### config.mk
export PLATFORM = sky130hd
export DESIGN_NAME = uart_tx_buffered
export DESIGN_NICKNAME = d
export VERILOG_FILES = /design/src/rtl/uart_pkg.sv /design/src/rtl/uart_tx_fifo.sv /design/src/rtl/uart_tx_buffered.sv
export SDC_FILE = /design/constraint.sdc
export NUM_CORES = 1
export LEC_CHECK = 0
export ABC_AREA = 1
export ABC_CLOCK_PERIOD_IN_PS = 2500
export BUFFER_PORTS_ARGS = -buffer_cell sky130_fd_sc_hd__buf_2
export CAP_MARGIN = 15
export CORE_ASPECT_RATIO = 0.9
export CORE_MARGIN = 2
export CORE_UTILIZATION = 54
export DETAILED_ROUTE_END_ITERATION = 6
export GPL_TIMING_DRIVEN = 1
export PLACE_DENSITY = 0.71
export SLEW_MARGIN = 10
export SYNTH_ARGS = -nofsm -noshare
export SYNTH_HDL_FRONTEND = slang
export SYNTH_HIERARCHICAL = 1
export SYNTH_SLANG_ARGS = --single-unit
### constraint.sdc
create_clock -name clk -period 2.5 [get_ports clk]
set_input_delay 0.5 -clock clk [delete_from_list [all_inputs] [get_ports clk]]
set_output_delay 0.5 -clock clk [all_outputs]
set_load 0.1 [all_outputs]
### src/rtl/uart_pkg.sv
// Shared definitions for the buffered UART transmitter.
//   DATA_BITS_OFFSET : added to the 2-bit dataBits field to get 5..8 data bits
//   parityMode_t     : encoding of the parityMode input
//   txState_t        : transmitter state encoding
//   frameDataBits()  : data bit count for a dataBits setting
//   parityBit()      : parity bit for a byte under a given frame format
package uart_pkg;

  localparam int DATA_BITS_OFFSET = 5;

  typedef enum logic [1:0] {
    PARITY_SPACE = 2'b00,
    PARITY_ODD   = 2'b01,
    PARITY_EVEN  = 2'b10,
    PARITY_MARK  = 2'b11
  } parityMode_t;

  typedef enum logic [2:0] {
    IDLE,
    START,
    DATA,
    PARITY,
    STOP,
    BREAK,
    GUARD
  } txState_t;

  function automatic logic [3:0] frameDataBits(input logic [1:0] dataBits);
    return 4'(dataBits) + 4'(DATA_BITS_OFFSET);
  endfunction

  // Only the bits that are actually sent take part in the parity.
  function automatic logic parityBit(input logic [7:0]  data,
                                     input logic [1:0]  dataBits,
                                     input parityMode_t mode);
    logic [7:0] masked;
    masked = data & (8'hFF >> (2'd3 - dataBits));
    case (mode)
      PARITY_EVEN: return ^masked;
      PARITY_ODD:  return ~^masked;
      PARITY_MARK: return 1'b1;
      default:     return 1'b0;
    endcase
  endfunction

endpackage

### src/rtl/uart_tx_fifo.sv
// Byte FIFO feeding the UART transmitter.
//   clk, rst        : clock, asynchronous active-high reset
//   push, wrData    : write request and data (ignored when full or flushing)
//   pop, rdData     : read request; rdData shows the head entry combinationally
//   flush           : synchronous clear, takes priority over push and pop
//   full, empty     : occupancy flags
//   level           : number of stored entries (0..DEPTH)
module uart_tx_fifo #(
  parameter int DEPTH = 16,
  parameter int WIDTH = 8
) (
  input  logic                       clk,
  input  logic                       rst,
  input  logic                       push,
  input  logic [WIDTH-1:0]           wrData,
  input  logic                       pop,
  output logic [WIDTH-1:0]           rdData,
  input  logic                       flush,
  output logic                       full,
  output logic                       empty,
  output logic [$clog2(DEPTH):0]     level
);

  localparam int PTR_W = $clog2(DEPTH);

  logic [WIDTH-1:0] mem [DEPTH];
  logic [PTR_W-1:0] wrPtr;
  logic [PTR_W-1:0] rdPtr;
  logic [PTR_W:0]   count;
  logic             doPush;
  logic             doPop;

  assign full   = (count == (PTR_W+1)'(DEPTH));
  assign empty  = (count == '0);
  assign level  = count;
  assign rdData = mem[rdPtr];

  assign doPush = push && !full && !flush;
  assign doPop  = pop && !empty && !flush;

  // NOTE: state registers use non-blocking assignments so every flop samples
  // the pre-edge values; blocking here would create order-dependent races.
  always_ff @(posedge clk or posedge rst) begin
    if (rst) begin
      wrPtr <= '0;
      rdPtr <= '0;
      count <= '0;
    end else if (flush) begin
      wrPtr <= '0;
      rdPtr <= '0;
      count <= '0;
    end else begin
      // DEPTH is a power of two, so the pointers wrap on overflow.
      if (doPush) wrPtr <= wrPtr + PTR_W'(1);
      if (doPop)  rdPtr <= rdPtr + PTR_W'(1);
      case ({doPush, doPop})
        2'b10:   count <= count + (PTR_W+1)'(1);
        2'b01:   count <= count - (PTR_W+1)'(1);
        default: count <= count;
      endcase
    end
  end

  // NOTE: the storage array has no reset; entries are only read after being
  // written, and leaving it unreset lets it map onto plain RAM.
  always_ff @(posedge clk) begin
    if (doPush) mem[wrPtr] <= wrData;
  end

endmodule

### src/rtl/uart_tx_buffered.sv
// Buffered UART transmitter: a byte FIFO in front of a serialiser with
// programmable frame format, bit period and line-break generation.
//   clk, rst       : clock, asynchronous active-high reset
//   tx             : serial output, idle high
//   dataBits       : data bits per frame minus 5
//   hasParity      : append a parity bit
//   parityMode     : 00 space, 01 odd, 10 even, 11 mark
//   extraStopBit   : send two stop bits
//   clockDivisor   : bit period minus one, in clk cycles
//   data, valid    : byte to enqueue and its write strobe
//   ready          : FIFO has room
//   flush          : empty the FIFO (frame in flight is unaffected)
//   breakReq       : hold the line low once the current frame is done
//   level          : FIFO occupancy
//   busy           : transmitter not idle
// Frame format and divisor are sampled when a byte leaves the FIFO, so input
// changes never disturb the frame being sent.
module uart_tx_buffered
  import uart_pkg::*;
#(
  parameter int CLOCK_DIVISOR_WIDTH = 24,
  parameter int FIFO_DEPTH          = 16
) (
  input  logic                           clk,
  input  logic                           rst,
  output logic                           tx,
  input  logic [1:0]                     dataBits,
  input  logic                           hasParity,
  input  logic [1:0]                     parityMode,
  input  logic                           extraStopBit,
  input  logic [CLOCK_DIVISOR_WIDTH-1:0] clockDivisor,
  input  logic [7:0]                     data,
  input  logic                           valid,
  output logic                           ready,
  input  logic                           flush,
  input  logic                           breakReq,
  output logic [$clog2(FIFO_DEPTH):0]    level,
  output logic                           busy
);

  localparam int DW = CLOCK_DIVISOR_WIDTH;

  logic       fifoFull;
  logic       fifoEmpty;
  logic       fifoPop;
  logic [7:0] fifoData;

  uart_tx_fifo #(
    .DEPTH (FIFO_DEPTH),
    .WIDTH (8)
  ) fifo (
    .clk    (clk),
    .rst    (rst),
    .push   (valid),
    .wrData (data),
    .pop    (fifoPop),
    .rdData (fifoData),
    .flush  (flush),
    .full   (fifoFull),
    .empty  (fifoEmpty),
    .level  (level)
  );

  assign ready = !fifoFull;

  txState_t      state,        stateNext;
  logic          txReg,        txNext;
  logic [DW-1:0] tickCount,    tickNext;
  logic [DW-1:0] divisorLatch, divisorNext;
  logic [7:0]    shiftReg,     shiftNext;
  logic [3:0]    bitsLeft,     bitsLeftNext;
  logic          parityLatch,  parityNext;
  logic          hasParLatch,  hasParNext;
  logic          stopLeft,     stopLeftNext;
  logic          bitDone;

  assign tx      = txReg;
  assign busy    = (state != IDLE);
  assign bitDone = (tickCount == divisorLatch);

  always_ff @(posedge clk or posedge rst) begin
    if (rst) begin
      state        <= IDLE;
      txReg        <= 1'b1;
      tickCount    <= '0;
      divisorLatch <= '0;
      shiftReg     <= '0;
      bitsLeft     <= '0;
      parityLatch  <= 1'b0;
      hasParLatch  <= 1'b0;
      stopLeft     <= 1'b0;
    end else begin
      state        <= stateNext;
      txReg        <= txNext;
      tickCount    <= tickNext;
      divisorLatch <= divisorNext;
      shiftReg     <= shiftNext;
      bitsLeft     <= bitsLeftNext;
      parityLatch  <= parityNext;
      hasParLatch  <= hasParNext;
      stopLeft     <= stopLeftNext;
    end
  end

  // tx is registered: txNext is the line level for the state being entered,
  // so the output changes on the same edge as the state.
  always_comb begin
    // NOTE: every output of this block gets a default first; a path that
    // leaves one unassigned would infer a latch.
    stateNext    = state;
    txNext       = txReg;
    tickNext     = bitDone ? '0 : tickCount + DW'(1);
    divisorNext  = divisorLatch;
    shiftNext    = shiftReg;
    bitsLeftNext = bitsLeft;
    parityNext   = parityLatch;
    hasParNext   = hasParLatch;
    stopLeftNext = stopLeft;
    fifoPop      = 1'b0;

    case (state)
      IDLE: begin
        txNext   = 1'b1;
        tickNext = '0;
        if (breakReq) begin
          stateNext   = BREAK;
          txNext      = 1'b0;
          divisorNext = clockDivisor;
        end else if (!fifoEmpty) begin
          fifoPop      = 1'b1;
          stateNext    = START;
          txNext       = 1'b0;
          divisorNext  = clockDivisor;
          shiftNext    = fifoData;
          bitsLeftNext = frameDataBits(dataBits);
          parityNext   = parityBit(fifoData, dataBits, parityMode_t'(parityMode));
          hasParNext   = hasParity;
          stopLeftNext = extraStopBit;
        end
      end

      START: begin
        if (bitDone) begin
          stateNext = DATA;
          txNext    = shiftReg[0];
        end
      end

      // bitsLeft counts the bit on the line plus those still to come.
      DATA: begin
        if (bitDone) begin
          if (bitsLeft > 4'd1) begin
            shiftNext    = shiftReg >> 1;
            txNext       = shiftReg[1];
            bitsLeftNext = bitsLeft - 4'd1;
          end else if (hasParLatch) begin
            stateNext = PARITY;
            txNext    = parityLatch;
          end else begin
            stateNext = STOP;
            txNext    = 1'b1;
          end
        end
      end

      PARITY: begin
        if (bitDone) begin
          stateNext = STOP;
          txNext    = 1'b1;
        end
      end

      STOP: begin
        if (bitDone) begin
          if (stopLeft) stopLeftNext = 1'b0;
          else          stateNext    = IDLE;
        end
      end

      BREAK: begin
        txNext   = 1'b0;
        tickNext = '0;
        if (!breakReq) begin
          stateNext = GUARD;
          txNext    = 1'b1;
        end
      end

      GUARD: begin
        if (bitDone) stateNext = IDLE;
      end

      default: begin
        stateNext = IDLE;
        txNext    = 1'b1;
      end
    endcase
  end

endmodule

==> results of run 1 <==
-- worst paths after layout --
path | start | to | slack, ps | cells after the start
min | rst | fifo/level[3] | 30 | 2
min in group clk | hasParity | hasParLatch | 210 | 3
max reg2reg | fifo/level[0] | fifo/level[4] | 190 | 19
max | fifo/level[0] | fifo/level[4] | 190 | 19
max in group asynchronous | rst | tickCount[0] | 1780 | 3
min reg2reg | tx | tx | 460 | 2
-- cell usage in the layout (no fill, tap or decap), drive strengths merged --
cell	n
edfxtp	128
bufinv	5
a21oi	58
mux2	4
nor2	108
nor4	2
buf	88
xnor2	3
o22ai	1
ha	13
dfstp	1
nor3	14
nand3b	3
clkbuf	24
inv	150
clkinv	14
xor2	25
nand3	92
nand4	5
dfrtp	79
fa	1
o21a	1
o211ai	35
nand2	255
o21ai	58
-- registers in the layout, summed over array words and instances (netlist names), 4 cells and up --
name and cells:
fifo/mem 128, divisorLatch 24, tickCount 24, shiftReg 8
fifo/level 5, bitsLeft 4, fifo/rdPtr 4, fifo/wrPtr 4
-- routing by layer --
layer	GRT usage (%)	vias up
met5	0	-
met4	5.342	0
met3	3.310	26
met2	36.29	197
met1	32.89	3536
li1	-	3687
-- logic make-up after synthesis --
family,Yosys count,share of synthesized area (%)
adders and majority gates,14,1.828
buffers and inverters,190,7.750
DFF,208,58.51
muxes,4,0.4507
xor gates and xnor gates,28,2.454
AOI/OAI and AO/OA,153,8.576
and+or+nand+nor,479,20.43
-- what timing repair did --
item,in CTS,in global routing
setup buffers,0,3
setup endpoints to repair,0,2
gates resized for setup,0,5
endpoints found under the hold margin,0,0
-- power by group through the flow --
stage	registers, mW	logic (mW)	clock network (mW)
detailed placement	4.42	2.69	0
finish	4.37	2.74	3.54
global route	4.42	3.09	3.74
CTS	4.37	2.70	3.60
global placement	4.42	2.62	0
floorplan	4.51	1.97	0
-- critical path: cells and delay by family (launching register included) --
family / cells / cell delay (ps)
buffers and inverters: 3 / 210
flip-flops: 1 / 440
adder cells (fa/ha/maj): 1 / 340
AND/OR/NAND/NOR: 15 / 1200
-- area by class of cell --
cell class                 count  area share [%]
inverter                     152           4.970
clock buffer                  24           5.014
tap                          245           2.653
timing repair buffer          88           5.284
multi-input combinational    678           29.43
sequential                   208           50.82
clock inverter                17           1.830
-- per-stage QoR --
step / cell area [µm²] / hold slack (ps) / TNS, ps
2_1_floorplan: 10030 / 377.1 / 0
3_3_place_gp: 10730 / 450.7 / 0
3_5_place_dp: 10730 / 455.2 / 0
4_1_cts: 11520 / 42.22 / 0
5_1_grt: 11550 / 77.24 / -1.227
6_report: 11550 / 34.04 / 0
==> flow_summary.toml, run 1 <==
[layout]
drive_gt1_share_pct = 15.00
seq_area_mm2 = 0.005872
final_nets = 1208
area_growth_pct = 15.63
fillers = 1490
num_antenna_cells = 0
final_core_util_pct = 63.18
fin_cells = 1412
multi_input_comb_area_mm2 = 0.003401

[power]
switching_share_pct = 32.53
p_comb_share_pct = 25.7
p_int_mw = 7.186
vdd_drop_max_v = 0.0008457
clkPwrFrac_pct = 33.2
switchingPower_mw = 3.464
power_density_mw_per_mm2 = 921.7
seqPwrFrac_pct = 41.1
leakage_nw = 4.985
total_power_mw = 10.65

[setup_path]
worstPathRequired_ps = 2910
path_class = "flop to flop"
crit_chain = "nor2_4 > nand3_2 > inv_1 > nor2_1 > nand2_1 > inv_2 > nand2_4 > nor2_4 > nand2_4 > fa_2 > nand3b_1 > nand2_1 > nand2_1 > nand2_1 > inv_1 > nand2_1 > nand2_1 > nand2_1 > nand2_1"
path_max_fanout = 7
cp_slowest_stage_delay_ps = 440
cp.arrival_ps = 2710
cp_common_cell = "nand2_1"
critPathLaunchType = "flop"
crit_slowest_cell = "dfrtp_4"
worstSetupEndpointType = "flop"

[clock_tree]
root_buffer = "clkbuf_16"
holdBufCountCts = 0
cts.path.max_buffers = 3
path_clk_slew_ps = 60
htree_levels = 1
cts.sinks = 208
clk-insertion-delay-late_ps = 510
cts_made_buffers = 23
cts_tree = "built"

[placed_design]
io_buffers = 50
dp.cells = 1368
place_ws_ps = 101.6
place_congestion = 0.8703
hpwl_um = 14370

[sta]
hold_violations = 0
setup_viol = 0
fin_skew_ps = 23.29
period_needed_ps = 2308
slew_viol_final = 0
worst_pin_slew_ps = 671.7
layout_setup_ws_ps = 192.4
relSlewSlack_pct = 55.11
timing.fmax_mhz = 433.3
post-route-period-util_pct = 92.30

[synthesis]
yosysTopAreaCellShare_pct = 38.46
ys_top_cells_by_area = "edfxtp_1 (38%), dfrtp_1 (20%), nand2_1 (9.2%)"
syn_inst = 1076
synth_area_per_cell_um2 = 9.287
ys_seq_area_share_pct = 58.51
synth_cell_types = 36
synth_edf_count = 128
postSynth.asyncResetShare_pct = 38.46
synth_top_cell_by_area = "edfxtp_1"
synth_area_mm2 = 0.009993
yosys_warnings = 6
ys_seq_elements = 208
synth_ff_type = "edfxtp_1"
yosysMostFrequentCell = "nand2_1"
syn-num-nets = 1133
synth_common_cells = "nand2_1 (245), inv_1 (140), edfxtp_1 (128), nor2_1 (105), nand3_1 (87)"

[detailed_routing]
drtIter0Drc = 665
drc_errors = 0
dr_total_vias = 7446
dr.pass1.iters = 4
met1_length_um = 9888
vias_per_cell = 5.273
wl_met3_um = 1242
dr.max_layer_used = "met4"
routed-wl-met2_um = 10250
postRouteAntennaNets = 0
wl_per_cell_um = 15.41
postRouteWirelength_um = 21750

[die]
ios = 51
initial_core_util_pct = 54.64
num_rows = 47
die_height_um = 133.1
die_w_um = 147.4
coreArea_mm2 = 0.01829
dieArea_mm2 = 0.01961

[run]
cap_violations = 0

[grt]
antenna_found_initial = 0
grt_first_pass_wirelength_um = 35250
track_usage_pct = 22.59
grt-ovfl-total = 0
grt_pass1_vias = 7009
grt_max_degree = 61

[run_status]
status = "finished clean"

[min_path]
min_path_type = "primary input to asynchronous set/reset pin"
Power figures use the tool's default switching activity.
==> run 2, diff against run 1 <==
ABC_AREA = not set   (was 1)
PLACE_DENSITY = 0.72   (was 0.71)
==> flow_summary.toml, run 2 <==
[run_status]
status = "finished, violations left"
violations = "negative setup slack"

[clock_tree]
path_clk_slew_ps = 60
holdBufCountCts = 0
clk-insertion-delay-late_ps = 510
htree_levels = 1
root_buffer = "clkbuf_16"
cts_made_buffers = 22
cts.sinks = 208
cts.path.max_buffers = 3
cts_tree = "built"

[layout]
final_core_util_pct = 64.92
final_nets = 816
final_common_cell = "edfxtp_1"
num_antenna_cells = 0
largestRegisters = "fifo/mem: 128 flops, divisorLatch: 24 flops, tickCount: 24 flops"
largest_reg_flops = 128
largest_register = "fifo/mem"
mostFrequentLayoutCells = "edfxtp_1 (128), nor2_1 (73), dfrtp_1 (73)"
area_growth_pct = 19.08
drive_gt1_share_pct = 32.39

[setup_path]
worstPathRequired_ps = 2910
crit_chain = "or4_4 > buf_6 > o21ai_4 > or3b_4 > inv_4 > ha_1 > or2_2 > o22a_1 > a211o_1 > a31oi_1"
crit_buf_inv = 2
critPathLaunchType = "flop"
cp_slowest_stage_delay_ps = 570
crit_slowest_cell = "or4_4"
cp.arrival_ps = 3170
path_class = "flop to flop"
crit_cells = 10
crit_start = "fifo/level[2]"
worstSetupEndpointType = "flop"
r2r-start = "fifo/level[2]"
rr_worst_depth = 10
critPathTopFamily = "simple AND/OR/NAND/NOR gates"
path_max_fanout = 3

[grt]
grt_max_degree = 43
grt_first_pass_wirelength_um = 31300
grt_pass1_vias = 5829
track_usage_pct = 22.08
antenna_found_initial = 0
grt-ovfl-total = 0

[sta]
rsz0062_at_grt = "true"
period_needed_ps = 2760
worst_pin_slew_ps = 870.3
hold_violations = 0
timing.fmax_mhz = 362.3
slew_viol_final = 0
post-route-period-util_pct = 110.4
fin_skew_ps = 22.23
setup_viol = 5
relSlewSlack_pct = 41.77
layout_setup_ws_ps = -260.1

[detailed_routing]
dr.pass1.iters = 4
met1_length_um = 8492
dr.max_layer_used = "met4"
drtIter0Drc = 353
vias_per_cell = 5.626
dr_total_vias = 5710
postRouteAntennaNets = 0
routed-wl-met2_um = 10080
wl_per_cell_um = 19.67
postRouteWirelength_um = 19970
drc_errors = 0
wl_met3_um = 1045

[die]
coreArea_mm2 = 0.01744
dieArea_mm2 = 0.01869
ios = 51
die_w_um = 143.9
initial_core_util_pct = 54.52
num_rows = 46
die_height_um = 129.9

[synthesis]
yosys_warnings = 6
yosysTopAreaCellShare_pct = 40.43
syn-num-nets = 701
synth_area_mm2 = 0.009508
ys_seq_elements = 208
ys_top_cells_by_area = "edfxtp_1 (40%), dfrtp_1 (21%), mux4_2 (5.7%)"
synth_edf_count = 128
syn_inst = 644
synth_cell_types = 70
synth_area_per_cell_um2 = 14.76
synth_common_cells = "edfxtp_1 (128), dfrtp_1 (79), nor2_1 (73), xnor2_1 (47), nand2_1 (30)"
yosysMostFrequentCell = "edfxtp_1"
synth_top_cell_by_area = "edfxtp_1"
ys_seq_area_share_pct = 61.49
postSynth.asyncResetShare_pct = 38.46
synth_ff_type = "edfxtp_1"

[placed_design]
hpwl_um = 13680
place_congestion = 0.8454
place_ws_ps = -267.7
io_buffers = 50

[run]
cap_violations = 0

[power]
leakage_nw = 4.297
power_density_mw_per_mm2 = 810.1
vdd_drop_max_v = 0.0005539
total_power_mw = 9.172

[min_path]
min_path_type = "primary input to asynchronous set/reset pin"
run 2: changes by cell type in the layout (fill, tap and decap cells not counted), moves of 10 or more:
cell      previous run  this run
nand2_1            244        26
inv_1              137        20
nand3_1             87        15
a21oi_1             57         2
o21ai_0             52         5
xnor2_1              3        45
mux4_2               0        31
nor2_1             103        73
o211ai_1            35         5
buf_4               32        55
mux2_2               4        25
o22a_1               0        14
xor2_1              25        12
nor3_1              14         4
run 2: per-layer routing:
metal,up-vias,GRT usage [%]
met5,-,0
met4,0,5.479
met3,29,3.413
met2,159,38.77
met1,2876,29.27
li1,2646,-
run 2: area by class of cell:
class	count	area (µm²)
fill	1253	6117
clock buffer	28	583.1
inverter	26	110.1
clock inverter	12	97.59
multi-input combinational	383	3476
tap	240	300.3
timing repair buffer	118	888.4
sequential	208	5867
run 2: worst paths after layout:
kind	end	slack (ps)
setup reg to reg	fifo/level[4]	-260
min in group clk	stopLeft	210
hold / removal	fifo/level[1]	60
hold reg to reg	stopLeft	520
setup / recovery	fifo/level[4]	-260
max in group asynchronous	tickCount[12]	1790
run 2: worst reg2reg max path: cells and delay by family (launching register included):
kind                     cells  cell delay [ps]
AO/OA/AOI/OAI                4              740
adder cells (fa/ha/maj)      1              200
buffers and inverters        2              190
flip-flops                   1              500
AND/OR/NAND/NOR              3             1020
run 2: where the power goes:
part	switching, mW	internal, mW
clock	1.28	1.76
sequential	0.363	4.07
combinational	0.859	0.838
run 2: through the flow:
step	std cells	hold slack (ps)	instance area [µm²]	setup TNS, ps
after floorplan	644	377.1	9634	-2456
after global placement	966	477.9	10470	-661.7
after detailed placement	966	501.6	10470	-915.5
after CTS	1012	54.97	11290	-624.9
after global routing	1015	98.02	11320	-1200
final	1015	56.83	11320	-724.9
run 2: cell families after synthesis:
kind of cell	share of synthesized area [%]
AO/OA/AOI/OAI	5.435
XOR/XNOR	5.435
adder cells (fa/ha/maj)	1.921
buffers and inverters	2.750
flip-flops	61.50
multiplexers	13.87
AND/OR/NAND/NOR	9.093
run 2: repair_timing:
action / 4_1_cts / 5_1_grt
gates resized for setup: 27 / 5
setup endpoints to repair: 6 / 6
endpoints found under the hold margin: 0 / 0
cloned: 1 / 0
setup buffers: 5 / 4
pin swaps: 10 / 4
==> run 3, diff against run 2 <==
SYNTH_HIERARCHICAL = not set   (was 1)
==> flow_summary.toml, run 3 <==
[sta]
slew_viol_final = 0
worst_pin_slew_ps = 888.0
period_needed_ps = 2472
setup_tns_ps = 0
rsz0062_at_grt = "true"
timing.hold.ws_ps = 137.0
setup_viol = 0
hold_violations = 0
timing.fmax_mhz = 404.5
fin_skew_ps = 9.819
relSlewSlack_pct = 40.58
post-route-period-util_pct = 98.89

[setup_path]
worstSetupEndpointType = "flop"
path_max_fanout = 7
worstPathRequired_ps = 2850
critPathLaunchType = "flop"
path_class = "flop to flop"
regToRegSetupSlack_ps = 30
cp.arrival_ps = 2820

[placed_design]
place_congestion = 0.8884
place_area_mm2 = 0.01004
hpwl_um = 12690
io_buffers = 50

[power]
leakage_nw = 4.189
seqPwrFrac_pct = 44.3
vdd_drop_max_v = 0.0006037
clkPwrFrac_pct = 29.3
p_comb_share_pct = 26.4
switching_share_pct = 30.58
p_int_mw = 6.920
power_density_mw_per_mm2 = 921.2
switchingPower_mw = 3.049

[layout]
drive_gt1_share_pct = 26.25
final_common_cell = "edfxtp_1"
largest_reg_flops = 128
num_antenna_cells = 0
mostFrequentLayoutCells = "edfxtp_1 (128), dfrtp_1 (72), nor2_1 (71)"
largestRegisters = "fifo.mem: 128 flops, divisorLatch: 24 flops, tickCount: 24 flops"
largest_register = "fifo.mem"
stdcell_area_mm2 = 0.01082
fillers = 1180
final_core_util_pct = 64.49
final_nets = 805
area_growth_pct = 17.23

[clock_tree]
cts_tree = "built"
htree_levels = 1
cts.sinks = 208
clk-insertion-delay-late_ps = 500
cts_made_buffers = 21
cts.path.max_buffers = 3
root_buffer = "clkbuf_16"
path_clk_slew_ps = 60

[die]
die_w_um = 141.8
num_rows = 45
die_height_um = 128.0
ios = 51
dieArea_mm2 = 0.01816
coreArea_mm2 = 0.01678
initial_core_util_pct = 55.01

[synthesis]
yosysMostFrequentCell = "edfxtp_1"
yosysTopAreaCellShare_pct = 41.64
ys_seq_area_share_pct = 63.35
synth_cell_types = 51
synth_ff_type = "edfxtp_1"
synth_area_mm2 = 0.009230
yosys_warnings = 0
synth_edf_count = 128
postSynth.asyncResetShare_pct = 38.46
synth_area_per_cell_um2 = 14.18
ys_seq_elements = 208
ys_top_cells_by_area = "edfxtp_1 (42%), dfrtp_1 (21%), mux4_2 (7.3%)"
synth_top_cell_by_area = "edfxtp_1"
syn-num-nets = 708
syn_inst = 651
synth_common_cells = "edfxtp_1 (128), dfrtp_1 (79), nor2_1 (72), nand2_1 (46), xor2_1 (44)"

[grt]
track_usage_pct = 20.97
grt_first_pass_wirelength_um = 29530
grt_max_degree = 49
grt-ovfl-total = 0
grt_pass1_vias = 5653
antenna_found_initial = 0

[detailed_routing]
dr.pass1.iters = 5
vias_per_cell = 5.754
postRouteAntennaNets = 0
wl_per_cell_um = 19.25
drc_errors = 0
dr_total_vias = 5599
drtIter0Drc = 326
postRouteWirelength_um = 18730

[min_path]
min_path_type = "primary input to asynchronous set/reset pin"

[run]
cap_violations = 0

[run_status]
status = "finished clean"
[run 3: changes by cell type in the layout (fill, tap and decap cells not counted), moves of 13 or more]
cell | previous run | this run
mux2_1 | 0 | 26
xnor2_1 | 45 | 14
a21oi_1 | 2 | 15
o22a_1 | 14 | 0
nand2_1 | 26 | 43
xor2_1 | 12 | 44
o21ai_1 | 1 | 14
mux2_2 | 25 | 1
[run 3: worst max-delay path: stages (launching register included)]
cell,delay (ps)
dfrtp_2,470
mux4_1,580
mux4_2,490
nand2_1,90
xor2_1,240
xnor2_2,160
xnor2_2,100
nand3_1,80
o221ai_1,110
[run 3: layout make-up]
class	count	area [µm²]	area share [%]
tap	211	264.0	2.440
clock inverter	8	62.56	0.5782
sequential	208	5856	54.12
inverter	21	85.08	0.7863
timing repair buffer	99	689.4	6.371
multi-input combinational	397	3288	30.39
clock buffer	29	575.6	5.319
[run 3: routing by layer]
layer	part of all wire, %	global-route usage [%]	wire [µm]	up-vias
li1	-	-	-	2592
met1	43	29.19	8083	2834
met2	50	34.98	9385	141
met3	4.3	3.026	801	32
met4	2.4	6.176	457	0
met5	0	0	0	-
[run 3: cell families (layout without fill, tap and decap cells)]
logic type                 count (synthesis)  in the layout  share of synthesized area, %
AOI/OAI and AO/OA                         69             69                         4.812
xor gates and xnor gates                  62             62                         6.046
adders and majority gates                 14             14                         1.979
buffers and inverters                     46            157                         2.481
DFF                                      208            208                         63.35
muxes                                     68             68                         12.35
and+or+nand+nor                          184            184                         8.988
[run 3: worst paths after layout]
check / from / to / cells past startpoint
min in group clk: clockDivisor[20] / divisorLatch[20] / 2
setup reg to reg: fifo.rdPtr[1] / parityLatch / 8
max in group asynchronous: rst / divisorLatch[7] / 3
setup / recovery: fifo.rdPtr[1] / parityLatch / 8
hold reg to reg: divisorLatch[0] / divisorLatch[0] / 1
hold / removal: rst / stopLeft / 2
[run 3: per-stage QoR]
stage          setup slack [ps]  cells  power [mW]
2_1_floorplan            -278.9    651       6.268
3_3_place_gp            -0.9024    926       6.902
3_5_place_dp             -90.56    926       7.012
4_1_cts                   21.38    968       9.975
5_1_grt                  -109.1    973       10.46
6_report                  27.68    973       9.968
[run 3: power by group through the flow]
stage,clock [mW],combinational [mW],sequential [mW]
2_1_floorplan,0,1.73,4.54
3_3_place_gp,0,2.44,4.46
3_5_place_dp,0,2.53,4.48
4_1_cts,2.98,2.58,4.41
5_1_grt,3.11,2.89,4.46
6_report,2.92,2.63,4.42
[run 3: what timing repair did]
| item | in CTS | in global routing |
|---|---|---|
| cloned | 0 | 1 |
| pin swaps | 5 | 5 |
| setup buffers | 5 | 4 |
| hold buffers | 0 | 0 |
| endpoints found under the setup margin | 3 | 14 |
| resized for setup | 3 | 9 |
